--- src/rtl/deconv_col_feeder_pkg.sv ---
// Shared types and sizing helpers for the deconvolution column feeder.
package deconv_col_feeder_pkg;

  typedef enum logic [1:0] {
    ST_FILL,
    ST_LOADW,
    ST_STREAM,
    ST_WAIT
  } state_e;

  function automatic int col_w(input int bit_width, input int n_pix);
    return bit_width * n_pix;
  endfunction

  // Index width that stays legal (>= 1 bit) for single-entry sizes.
  function automatic int idx_w(input int n);
    return (n > 1) ? $clog2(n) : 1;
  endfunction

  // Width of a counter that must reach n inclusive.
  function automatic int cnt_w(input int n);
    return $clog2(n + 1);
  endfunction

  localparam int N_CHANNEL_DEFAULT = 4;
  localparam int CHAN_W = idx_w(N_CHANNEL_DEFAULT);

endpackage

--- src/rtl/deconv_col_feeder_buf.sv ---
// Column buffer: write-indexed register array with an asynchronous read port.
module deconv_col_buf
  import deconv_col_feeder_pkg::*;
#(
  parameter int DEPTH = 5,
  parameter int WIDTH = 40,
  localparam int AW = idx_w(DEPTH)
) (
  input  logic             i_clk,
  input  logic             i_we,
  input  logic [AW-1:0]    i_waddr,
  input  logic [WIDTH-1:0] i_wdata,
  input  logic [AW-1:0]    i_raddr,
  output logic [WIDTH-1:0] o_rdata
);

  // Contents survive channel changes; only the fill counts are reset.
  logic [WIDTH-1:0] mem_q [DEPTH];

  always_ff @(posedge i_clk) begin
    if (i_we) begin
      mem_q[i_waddr] <= i_wdata;
    end
  end

  assign o_rdata = mem_q[i_raddr];

endmodule

--- src/rtl/deconv_col_feeder.sv ---
// Buffers one weight channel and one feature channel, then replays every
// weight column against all feature columns under control of the core.
module deconv_col_feeder
  import deconv_col_feeder_pkg::*;
#(
  parameter int BIT_WIDTH    = 8,
  parameter int WEIGHT_SIZE  = 5,
  parameter int FEATURE_SIZE = 8,
  parameter int N_CHANNEL    = 4,
  localparam int WCOL_W = col_w(BIT_WIDTH, WEIGHT_SIZE),
  localparam int FCOL_W = col_w(BIT_WIDTH, FEATURE_SIZE),
  localparam int CH_W   = idx_w(N_CHANNEL)
) (
  input  logic              i_clk,
  input  logic              i_rst,
  input  logic [WCOL_W-1:0] i_w_data,
  input  logic              i_w_valid,
  output logic              o_w_ready,
  input  logic [FCOL_W-1:0] i_f_data,
  input  logic              i_f_valid,
  output logic              o_f_ready,
  output logic [WCOL_W-1:0] o_weight_col,
  output logic [FCOL_W-1:0] o_feature_map_col,
  output logic              o_enable_loadw,
  output logic              o_enable_loadip,
  input  logic              i_en_fifo_loop,
  input  logic              i_en_prcs_new_chnl,
  input  logic              i_en_prcs_new_wcoln,
  output logic [CH_W-1:0]   o_chan_idx,
  output logic              o_busy,
  output logic              o_done
);

  localparam int WI_W = idx_w(WEIGHT_SIZE);
  localparam int FI_W = idx_w(FEATURE_SIZE);
  localparam int WC_W = cnt_w(WEIGHT_SIZE);
  localparam int FC_W = cnt_w(FEATURE_SIZE);

  localparam logic [WC_W-1:0] W_FULL = WC_W'(WEIGHT_SIZE);
  localparam logic [FC_W-1:0] F_FULL = FC_W'(FEATURE_SIZE);
  localparam logic [WI_W-1:0] W_LAST = WI_W'(WEIGHT_SIZE - 1);
  localparam logic [FI_W-1:0] F_LAST = FI_W'(FEATURE_SIZE - 1);
  localparam logic [CH_W-1:0] C_LAST = CH_W'(N_CHANNEL - 1);

  state_e            state_q, state_d;
  logic [WC_W-1:0]   wcnt_q, wcnt_d;
  logic [FC_W-1:0]   fcnt_q, fcnt_d;
  logic [WI_W-1:0]   wcol_q, wcol_d;
  logic [FI_W-1:0]   fcol_q, fcol_d;
  logic [CH_W-1:0]   chan_q, chan_d;
  logic              loadw_q, loadw_d;
  logic              loadip_q, loadip_d;
  logic              done_q, done_d;
  logic              busy_q, busy_d;
  logic [WCOL_W-1:0] wdata_q, wdata_d;
  logic [FCOL_W-1:0] fdata_q, fdata_d;

  logic              w_acc, f_acc, chan_end;
  logic [WI_W-1:0]   w_raddr;
  logic [FI_W-1:0]   f_raddr;
  logic [WCOL_W-1:0] w_rdata;
  logic [FCOL_W-1:0] f_rdata;

  assign o_w_ready = (state_q == ST_FILL) && (wcnt_q < W_FULL);
  assign o_f_ready = (state_q == ST_FILL) && (fcnt_q < F_FULL);
  assign w_acc     = i_w_valid && o_w_ready;
  assign f_acc     = i_f_valid && o_f_ready;

  deconv_col_buf #(.DEPTH(WEIGHT_SIZE), .WIDTH(WCOL_W)) u_wbuf (
    .i_clk   (i_clk),
    .i_we    (w_acc),
    .i_waddr (wcnt_q[WI_W-1:0]),
    .i_wdata (i_w_data),
    .i_raddr (w_raddr),
    .o_rdata (w_rdata)
  );

  deconv_col_buf #(.DEPTH(FEATURE_SIZE), .WIDTH(FCOL_W)) u_fbuf (
    .i_clk   (i_clk),
    .i_we    (f_acc),
    .i_waddr (fcnt_q[FI_W-1:0]),
    .i_wdata (i_f_data),
    .i_raddr (f_raddr),
    .o_rdata (f_rdata)
  );

  // Read addresses look one column ahead so the column lands in the output
  // register on the same edge as the state that presents it.
  always_comb begin
    w_raddr = wcol_q;
    if (state_q == ST_WAIT && !i_en_prcs_new_chnl && i_en_prcs_new_wcoln) begin
      w_raddr = wcol_q + 1'b1;
    end
    f_raddr = '0;
    if (state_q == ST_STREAM) begin
      f_raddr = fcol_q + 1'b1;
    end
  end

  always_comb begin
    state_d  = state_q;
    wcnt_d   = wcnt_q;
    fcnt_d   = fcnt_q;
    wcol_d   = wcol_q;
    fcol_d   = fcol_q;
    chan_d   = chan_q;
    wdata_d  = wdata_q;
    fdata_d  = fdata_q;
    loadw_d  = 1'b0;
    loadip_d = 1'b0;
    done_d   = 1'b0;
    chan_end = 1'b0;

    case (state_q)
      ST_FILL: begin
        if (w_acc) wcnt_d = wcnt_q + 1'b1;
        if (f_acc) fcnt_d = fcnt_q + 1'b1;
        if (wcnt_d == W_FULL && fcnt_d == F_FULL) begin
          state_d = ST_LOADW;
          wcol_d  = '0;
          loadw_d = 1'b1;
          wdata_d = w_rdata;
        end
      end
      ST_LOADW: begin
        if (i_en_prcs_new_chnl) begin
          chan_end = 1'b1;
        end else begin
          state_d  = ST_STREAM;
          fcol_d   = '0;
          loadip_d = 1'b1;
          fdata_d  = f_rdata;
        end
      end
      ST_STREAM: begin
        if (i_en_prcs_new_chnl) begin
          chan_end = 1'b1;
        end else if (fcol_q == F_LAST) begin
          state_d = ST_WAIT;
        end else begin
          fcol_d   = fcol_q + 1'b1;
          loadip_d = 1'b1;
          fdata_d  = f_rdata;
        end
      end
      ST_WAIT: begin
        if (i_en_prcs_new_chnl) begin
          chan_end = 1'b1;
        end else if (i_en_prcs_new_wcoln) begin
          if (wcol_q == W_LAST) begin
            chan_end = 1'b1;
          end else begin
            state_d = ST_LOADW;
            wcol_d  = wcol_q + 1'b1;
            loadw_d = 1'b1;
            wdata_d = w_rdata;
          end
        end else if (i_en_fifo_loop) begin
          state_d = ST_LOADW;
          loadw_d = 1'b1;
          wdata_d = w_rdata;
        end
      end
      default: state_d = ST_FILL;
    endcase

    if (chan_end) begin
      state_d = ST_FILL;
      wcnt_d  = '0;
      fcnt_d  = '0;
      wcol_d  = '0;
      fcol_d  = '0;
      if (chan_q == C_LAST) begin
        chan_d = '0;
        done_d = 1'b1;
      end else begin
        chan_d = chan_q + 1'b1;
      end
    end

    busy_d = (state_d != ST_FILL);
  end

  always_ff @(posedge i_clk or posedge i_rst) begin
    if (i_rst) begin
      state_q  <= ST_FILL;
      wcnt_q   <= '0;
      fcnt_q   <= '0;
      wcol_q   <= '0;
      fcol_q   <= '0;
      chan_q   <= '0;
      loadw_q  <= 1'b0;
      loadip_q <= 1'b0;
      done_q   <= 1'b0;
      busy_q   <= 1'b0;
      wdata_q  <= '0;
      fdata_q  <= '0;
    end else begin
      state_q  <= state_d;
      wcnt_q   <= wcnt_d;
      fcnt_q   <= fcnt_d;
      wcol_q   <= wcol_d;
      fcol_q   <= fcol_d;
      chan_q   <= chan_d;
      loadw_q  <= loadw_d;
      loadip_q <= loadip_d;
      done_q   <= done_d;
      busy_q   <= busy_d;
      wdata_q  <= wdata_d;
      fdata_q  <= fdata_d;
    end
  end

  assign o_weight_col      = wdata_q;
  assign o_feature_map_col = fdata_q;
  assign o_enable_loadw    = loadw_q;
  assign o_enable_loadip   = loadip_q;
  assign o_chan_idx        = chan_q;
  assign o_busy            = busy_q;
  assign o_done            = done_q;

endmodule

--- config.mk ---
export PLATFORM = sky130hd
export DESIGN_NAME = deconv_col_feeder
export DESIGN_NICKNAME = d
export VERILOG_FILES = /design/src/rtl/deconv_col_feeder_pkg.sv /design/src/rtl/deconv_col_feeder_buf.sv /design/src/rtl/deconv_col_feeder.sv
export SDC_FILE = /design/constraint.sdc
export NUM_CORES = 1
export LEC_CHECK = 0
export ABC_AREA = 0
export CAP_MARGIN = 10
export CORE_ASPECT_RATIO = 1.75
export CORE_UTILIZATION = 59
export DETAILED_ROUTE_END_ITERATION = 10
export PLACE_DENSITY = 0.81
export REMOVE_ABC_BUFFERS = 1
export SYNTH_ARGS = -nofsm -noshare
export SYNTH_HDL_FRONTEND = slang
export SYNTH_SLANG_ARGS = --single-unit
--- constraint.sdc ---
create_clock -name i_clk -period 8.03 [get_ports i_clk]
set_input_delay 2.409 -clock i_clk [delete_from_list [all_inputs] [get_ports i_clk]]
set_output_delay 2.409 -clock i_clk [all_outputs]
set_load 0.05 [all_outputs]
# [Yosys cells after proc, flatten, opt, wreduce, memory -nomap -nowiden]
# Memories as Yosys holds them, arrays and structs flattened.
# Cells that the tools add are included.
[totals] regBits=125 ramBits=712 word_cells=126 mem_count=2
[mem_list] name="u_fbuf.mem_q" depth=8 word_bits=64 read_ports=1 rd_ports_with_merged_regs=0 wr=1 line_no="deconv_col_feeder_buf.sv:18" text="logic [WIDTH-1:0] mem_q [DEPTH];"
[mem_list] name="u_wbuf.mem_q" depth=5 word_bits=40 read_ports=1 rd_ports_with_merged_regs=0 wr=1 line_no="deconv_col_feeder_buf.sv:18"
[classes] n_addsub=5 magnitude_cmp=2 eq_ne=22 muxes=63 n_reduce_logical=20
[ops] cell="$mux 40" count=5
[ops] cell="$mux 64" count=3
[ops] cell="$pmux 64 s2" count=1
[ops] cell="$pmux 40 s2" count=1
[ops] cell="$mux 3" count=15
[ops] cell="$ne 3x3->1 const B" count=8
[ops] cell="$mux 2" count=10
[ops] cell="$mux 1" count=18
[ops] cell="$mux 4" count=4
[ops] cell="$pmux 3 s2" count=2
[ops] cell="$reduce_and 5->1" count=2
[ops] cell="$add 3x1->3 const B" count=3
[ops] cell="$eq 3x3->1 const B" count=3
[ops] cell="$ne 2x2->1 const B" count=4
[ops] cell="$pmux 2 s4" count=1
[ops] cell="$reduce_and 4->1" count=2
[ops] cell="$reduce_bool 2->1" count=4
[ops] cell="$logic_and 1x1->1" count=7
[ops] cell="$eq 2x2->1 const B" count=3
[ops] cell="$pmux 1 s2" count=3
[ops] cell="$reduce_bool 3->1" count=2
[ops] cell="$add 4x1->4 const B" count=1
[ops] cell="$eq 4x4->1 const B" count=1
[ops] cell="$lt 4x4->1 const B" count=1
[ops] cell="8 further kinds" count=8

# [Depth between registers and ports, before layout]
[depth] word_depth=11 depth_mapped=11 depth_no_buf=7

# [By module]
# From an unflattened synthesis, not the netlist that was laid out.
[hier_totals] hier_cells=1659 hier_area_um2=33275.7
[by_module_without_submodules] mod="deconv_col_buf (u_fbuf)" n_inst=1 cells_each=752 area_per_inst_um2=19266.0 seq_area_each_um2=15374.7
[by_module_without_submodules] mod="deconv_col_buf (u_wbuf)" n_inst=1 cells_each=434 area_per_inst_um2=8274.2 seq_area_each_um2=6005.8
[by_module_without_submodules] mod="deconv_col_feeder" n_inst=1 cells_each=473 area_per_inst_um2=5735.5 seq_area_each_um2=3128.0

# [Least setup slack after synthesis]
# OpenSTA, ideal clock, no wires.
[synth_path] path_type="input to register" from="input i_f_valid" to="memory u_fbuf.mem_q[0][0] (netlist bit), enable pin" setup_time_ps=565 arrival_time_ps=7309 path_slack_ps=156 path_stages=4 cell_sequence="and3b_1 > buf_6 > or2b_1 > nor3_1"
[synth_between] elab_chain_len=3
[synth_lines] element="start: declaration" line_no="deconv_col_feeder.sv:20" text="input logic i_f_valid,"
[synth_lines] element="$logic_and 1x1->1" line_no="deconv_col_feeder.sv:67" text="assign f_acc = i_f_valid && o_f_ready;"
[synth_lines] element="$mux 1" line_no="deconv_col_feeder_buf.sv:21" text="if (i_we) begin"
[synth_lines] element="$mux 1 (implied by the code)" line_no="deconv_col_feeder_buf.sv:22" text="mem_q[i_waddr] <= i_wdata;"
[synth_lines] element="end: declaration" line_no="deconv_col_feeder_buf.sv:18"
# Every way passes these cells.

# [Worst setup path in the final report]
[layout_path] from="input i_en_prcs_new_chnl" to="register wdata_q[11] (netlist: o_weight_col[11])"
[layout_between] elab_chain_len=9 elab_cells_between_ends=13
[layout_lines] element="start: declaration" line_no="deconv_col_feeder.sv:27" text="input logic i_en_prcs_new_chnl,"
[layout_lines] element="$logic_not 1->1" line_no="deconv_col_feeder.sv:91" text="if (state_q == ST_WAIT && !i_en_prcs_new_chnl && i_en_prcs_new_wcoln) begin"
[layout_lines] element="$logic_and 1x1->1 (2 in series)" line_no="deconv_col_feeder.sv:91"
[layout_lines] element="$mux 3" line_no="deconv_col_feeder.sv:91"
[layout_lines] element="$mem_v2 5x40"
[layout_lines] element="$mux 40, on equally long branches" line_no="deconv_col_feeder.sv:158, deconv_col_feeder.sv:150"
[layout_lines] element="$mux 40" line_no="deconv_col_feeder.sv:149" text="end else if (i_en_prcs_new_wcoln) begin"
[layout_lines] element="$mux 40" line_no="deconv_col_feeder.sv:147" text="if (i_en_prcs_new_chnl) begin"
[layout_lines] element="$pmux 40 s2" line_no="deconv_col_feeder.sv:114" text="case (state_q)"
[layout_lines] element="end signal: assignment" line_no="deconv_col_feeder.sv:209" text="wdata_q <= wdata_d;"
[layout_lines] element="end: declaration" line_no="deconv_col_feeder.sv:55" text="logic [WCOL_W-1:0] wdata_q, wdata_d;"
# Parallel ways exist; a longest one is shown, timed or not. The select of a mux whose other input is x is not followed.
# A chain may end at the register's enable or synchronous reset.

==> metrics <==
status finished clean; layout cells sized above 1 16.91%; Mapped Area 32830 um^2; Slew HR 18.95%; YS warnings 0; Worst Slack Setup Final 2.793 ns; first-pass iteration count of the detailed router 5; maximum VDD drop 0.2798 mV; Peak Freq 190.9 MHz; Hold Path Origin o_weight_col[14]; Tightest Pin Transition 1.213 ns; GRT Total Usage 26.10%; I/O Buffers 222; post-place setup slack 2.234 ns; Max Root-Sink Buffers 3; Leakage 13.63 nW; cts hold-fix bufs 0; clock root cell clkbuf_16; Crit Path Category in2reg; final critical-path share of the clock period 65.22%; Cell Pwr Density 349.0 nW/um^2; post-DR vias/cell 6.277; Routed WL 72730 um; Hold Fails Final Rpt 0; final RePlAce weighted congestion 0.7573; Detailed Route Iter0 Violations 1371; Routed WL per cell 26.32 um; endpoint arrival time on the critical path 5.71 ns; initial core utilization 59.63%; Die X 180.3 um; synthesis-to-layout area growth 17.16%; initial antenna violation count 5; H-tree lvl count 3; maxcap violations 0; flop-to-flop setup slack 3.92 ns; Startpoint Class input pin; clock tree sinks 837; Placement Cell Area 35920 um^2; Slew Limit Fails 0; crit path max fanout 42; final core utilization 69.87%; GR Overflow Total 0; post-route ant nets 0; core region area 55060 um^2; Post-Synthesis Cells 1774; Die Ht 314.1 um; CTS tree yes; fillcell total 3367; Post-CTS Setup Inserts 0; Tmin final 5.237 ns; global-route wire length before repair 109500 um; post_cts resized 0; TritonCTS buffer count 72; origin of the critical flop-to-flop path fcol_q[0]; post-route cell area 38470 um^2; Worst-path clk slew 0.07 ns; DIE AREA 56630 um^2; Hold Path Stages 1; sequential share of the synthesized area 74.65%; Hold WC Path Type reg2reg; Worst Skew 0.02177 ns; Hold WS 0.4998 ns; Worst Hold Endpoint o_weight_col[14]; post-synthesis register bit count 837; Worst-Skew Late Latency 0.60 ns; drc violations 0; I/O Pins 223; register area 24510 um^2; unique cell type count in the Yosys netlist 57; prevailing post-synth register cell edfxtp_1; DPL Wire Length 40640 um; Synth async-reset ratio 14.93%; vias in the first global route 18658; Syn Area/Cell 18.51 um^2; area of the multi-input gates 7879 um^2; RSZ-0062 raised after global routing no; CP required 8.50 ns; nets@finish 2129; FP Rows 114; Setup TNS 0 ns; Crit Reg-Reg Endpoint o_feature_map_col[62]; Post-synth EDFFs 712; Setup-failing EPs final 0; crit end category register; largest net degree at the start of global routing 83; vias post-DR 17344; Worst R2R Path Depth 8
registers in the layout (all words and copies together) (netlist names), 2 cells and up:
register,cells
fcnt_q,4
fcol_q,3
o_chan_idx,2
o_feature_map_col,64
o_weight_col,40
state_q,2
u_fbuf.mem_q,512
u_wbuf.mem_q,200
wcnt_q,3
wcol_q,3
cell families (layout without fill, tap and decap cells):
logic type	after synthesis	count (layout)	share of synthesized area [%]
compound gates	146	146	2.965
flops	837	837	74.65
mux	358	358	16.24
buf+inv	147	437	1.959
fa+ha+maj	12	12	0.4573
other cells	0	3	0
simple gates	270	270	3.624
xor+xnor	4	4	0.1067
cells in the mapped netlist, types with 7 or more instances:
cell type | count | share of area (%)
a21oi_1 | 75 | 1.1
buf_1 | 7 | 0.080
buf_2 | 28 | 0.43
clkbuf_1 | 52 | 0.59
dfrtp_1 | 125 | 9.5
edfxtp_1 | 712 | 65
ha_1 | 12 | 0.46
inv_1 | 50 | 0.57
mux2_1 | 9 | 0.31
mux2_4 | 30 | 1.4
mux2i_1 | 186 | 5.7
mux4_2 | 126 | 8.6
nand2_1 | 93 | 1.1
nand2b_1 | 9 | 0.17
nand3_1 | 42 | 0.64
nor2_1 | 92 | 1.1
nor3_1 | 11 | 0.17
o221ai_1 | 40 | 1.1
placed cells by master, fill, tap and decap left out, types with 5 or more instances in the layout:
cell type,synthesis,final
clkdlybuf4s50_1,0,222
nand3_1,42,42
clkbuf_8,0,5
clkinvlp_4,0,8
clkinv_1,0,8
inv_1,50,49
nor2_1,92,84
nand2b_1,9,8
nor2_4,0,8
o221ai_1,40,40
a21oi_1,75,74
mux2i_1,186,185
edfxtp_1,712,712
mux2_2,6,6
mux2_1,9,9
ha_1,12,10
mux2_4,30,30
inv_6,0,7
clkbuf_16,0,73
buf_4,5,32
nand2_1,93,91
bufinv_16,0,13
clkinv_2,0,14
o21ai_0,6,6
dfrtp_1,125,123
nor3_1,11,7
mux4_2,126,126
worst max-delay path by stage:
stage | from | to | slack (ns) | cells after the start
after floorplan | i_f_valid | u_fbuf.mem_q[0][0] | 0.11 | 3
after global placement | i_en_prcs_new_chnl | o_weight_col[7] | 2.35 | 8
after detailed placement | i_en_prcs_new_chnl | o_weight_col[11] | 2.23 | 8
after CTS | state_q[1] | o_w_ready | 2.79 | 4
after global routing | i_en_prcs_new_chnl | o_weight_col[11] | 2.66 | 8
final | i_en_prcs_new_chnl | o_weight_col[11] | 2.79 | 8
critical path, stage by stage:
cell	delay, ns
clkdlybuf4s50_1	0.62
and3b_2	0.33
buf_4	0.49
mux2i_4	0.31
buf_4	0.67
mux2i_1	0.32
o221ai_1	0.16
mux2_1	0.35
through the flow:
step	power [mW]	cells
2_1_floorplan	8.515	1677
3_3_place_gp	9.660	2627
3_5_place_dp	9.804	2627
4_1_cts	13.51	2759
5_1_grt	13.89	2762
6_report	13.42	2763
report_power, final:
part           switching (mW)  internal (mW)
Sequential              0.364           5.47
Combinational            2.43           1.46
Clock                    1.56           2.14
area by class of cell:
| class | count | area share [%] |
|---|---|---|
| antenna | 3 | 0.01952 |
| sequential | 837 | 63.72 |
| inverter | 50 | 0.5009 |
| multi-input combinational | 790 | 20.48 |
| tap | 696 | 2.264 |
| timing repair buffer | 255 | 6.453 |
| clock buffer | 82 | 4.967 |
| clock inverter | 50 | 1.591 |
routing by layer:
layer	track usage, %	vias up	routed length [um]
met5	0	-	38
met4	9.946	6	1900
met3	4.466	151	4640
met2	48.36	689	40120
met1	30.14	9075	26040
li1	-	7423	-
No activity file was read; power rests on OpenSTA's default activity.
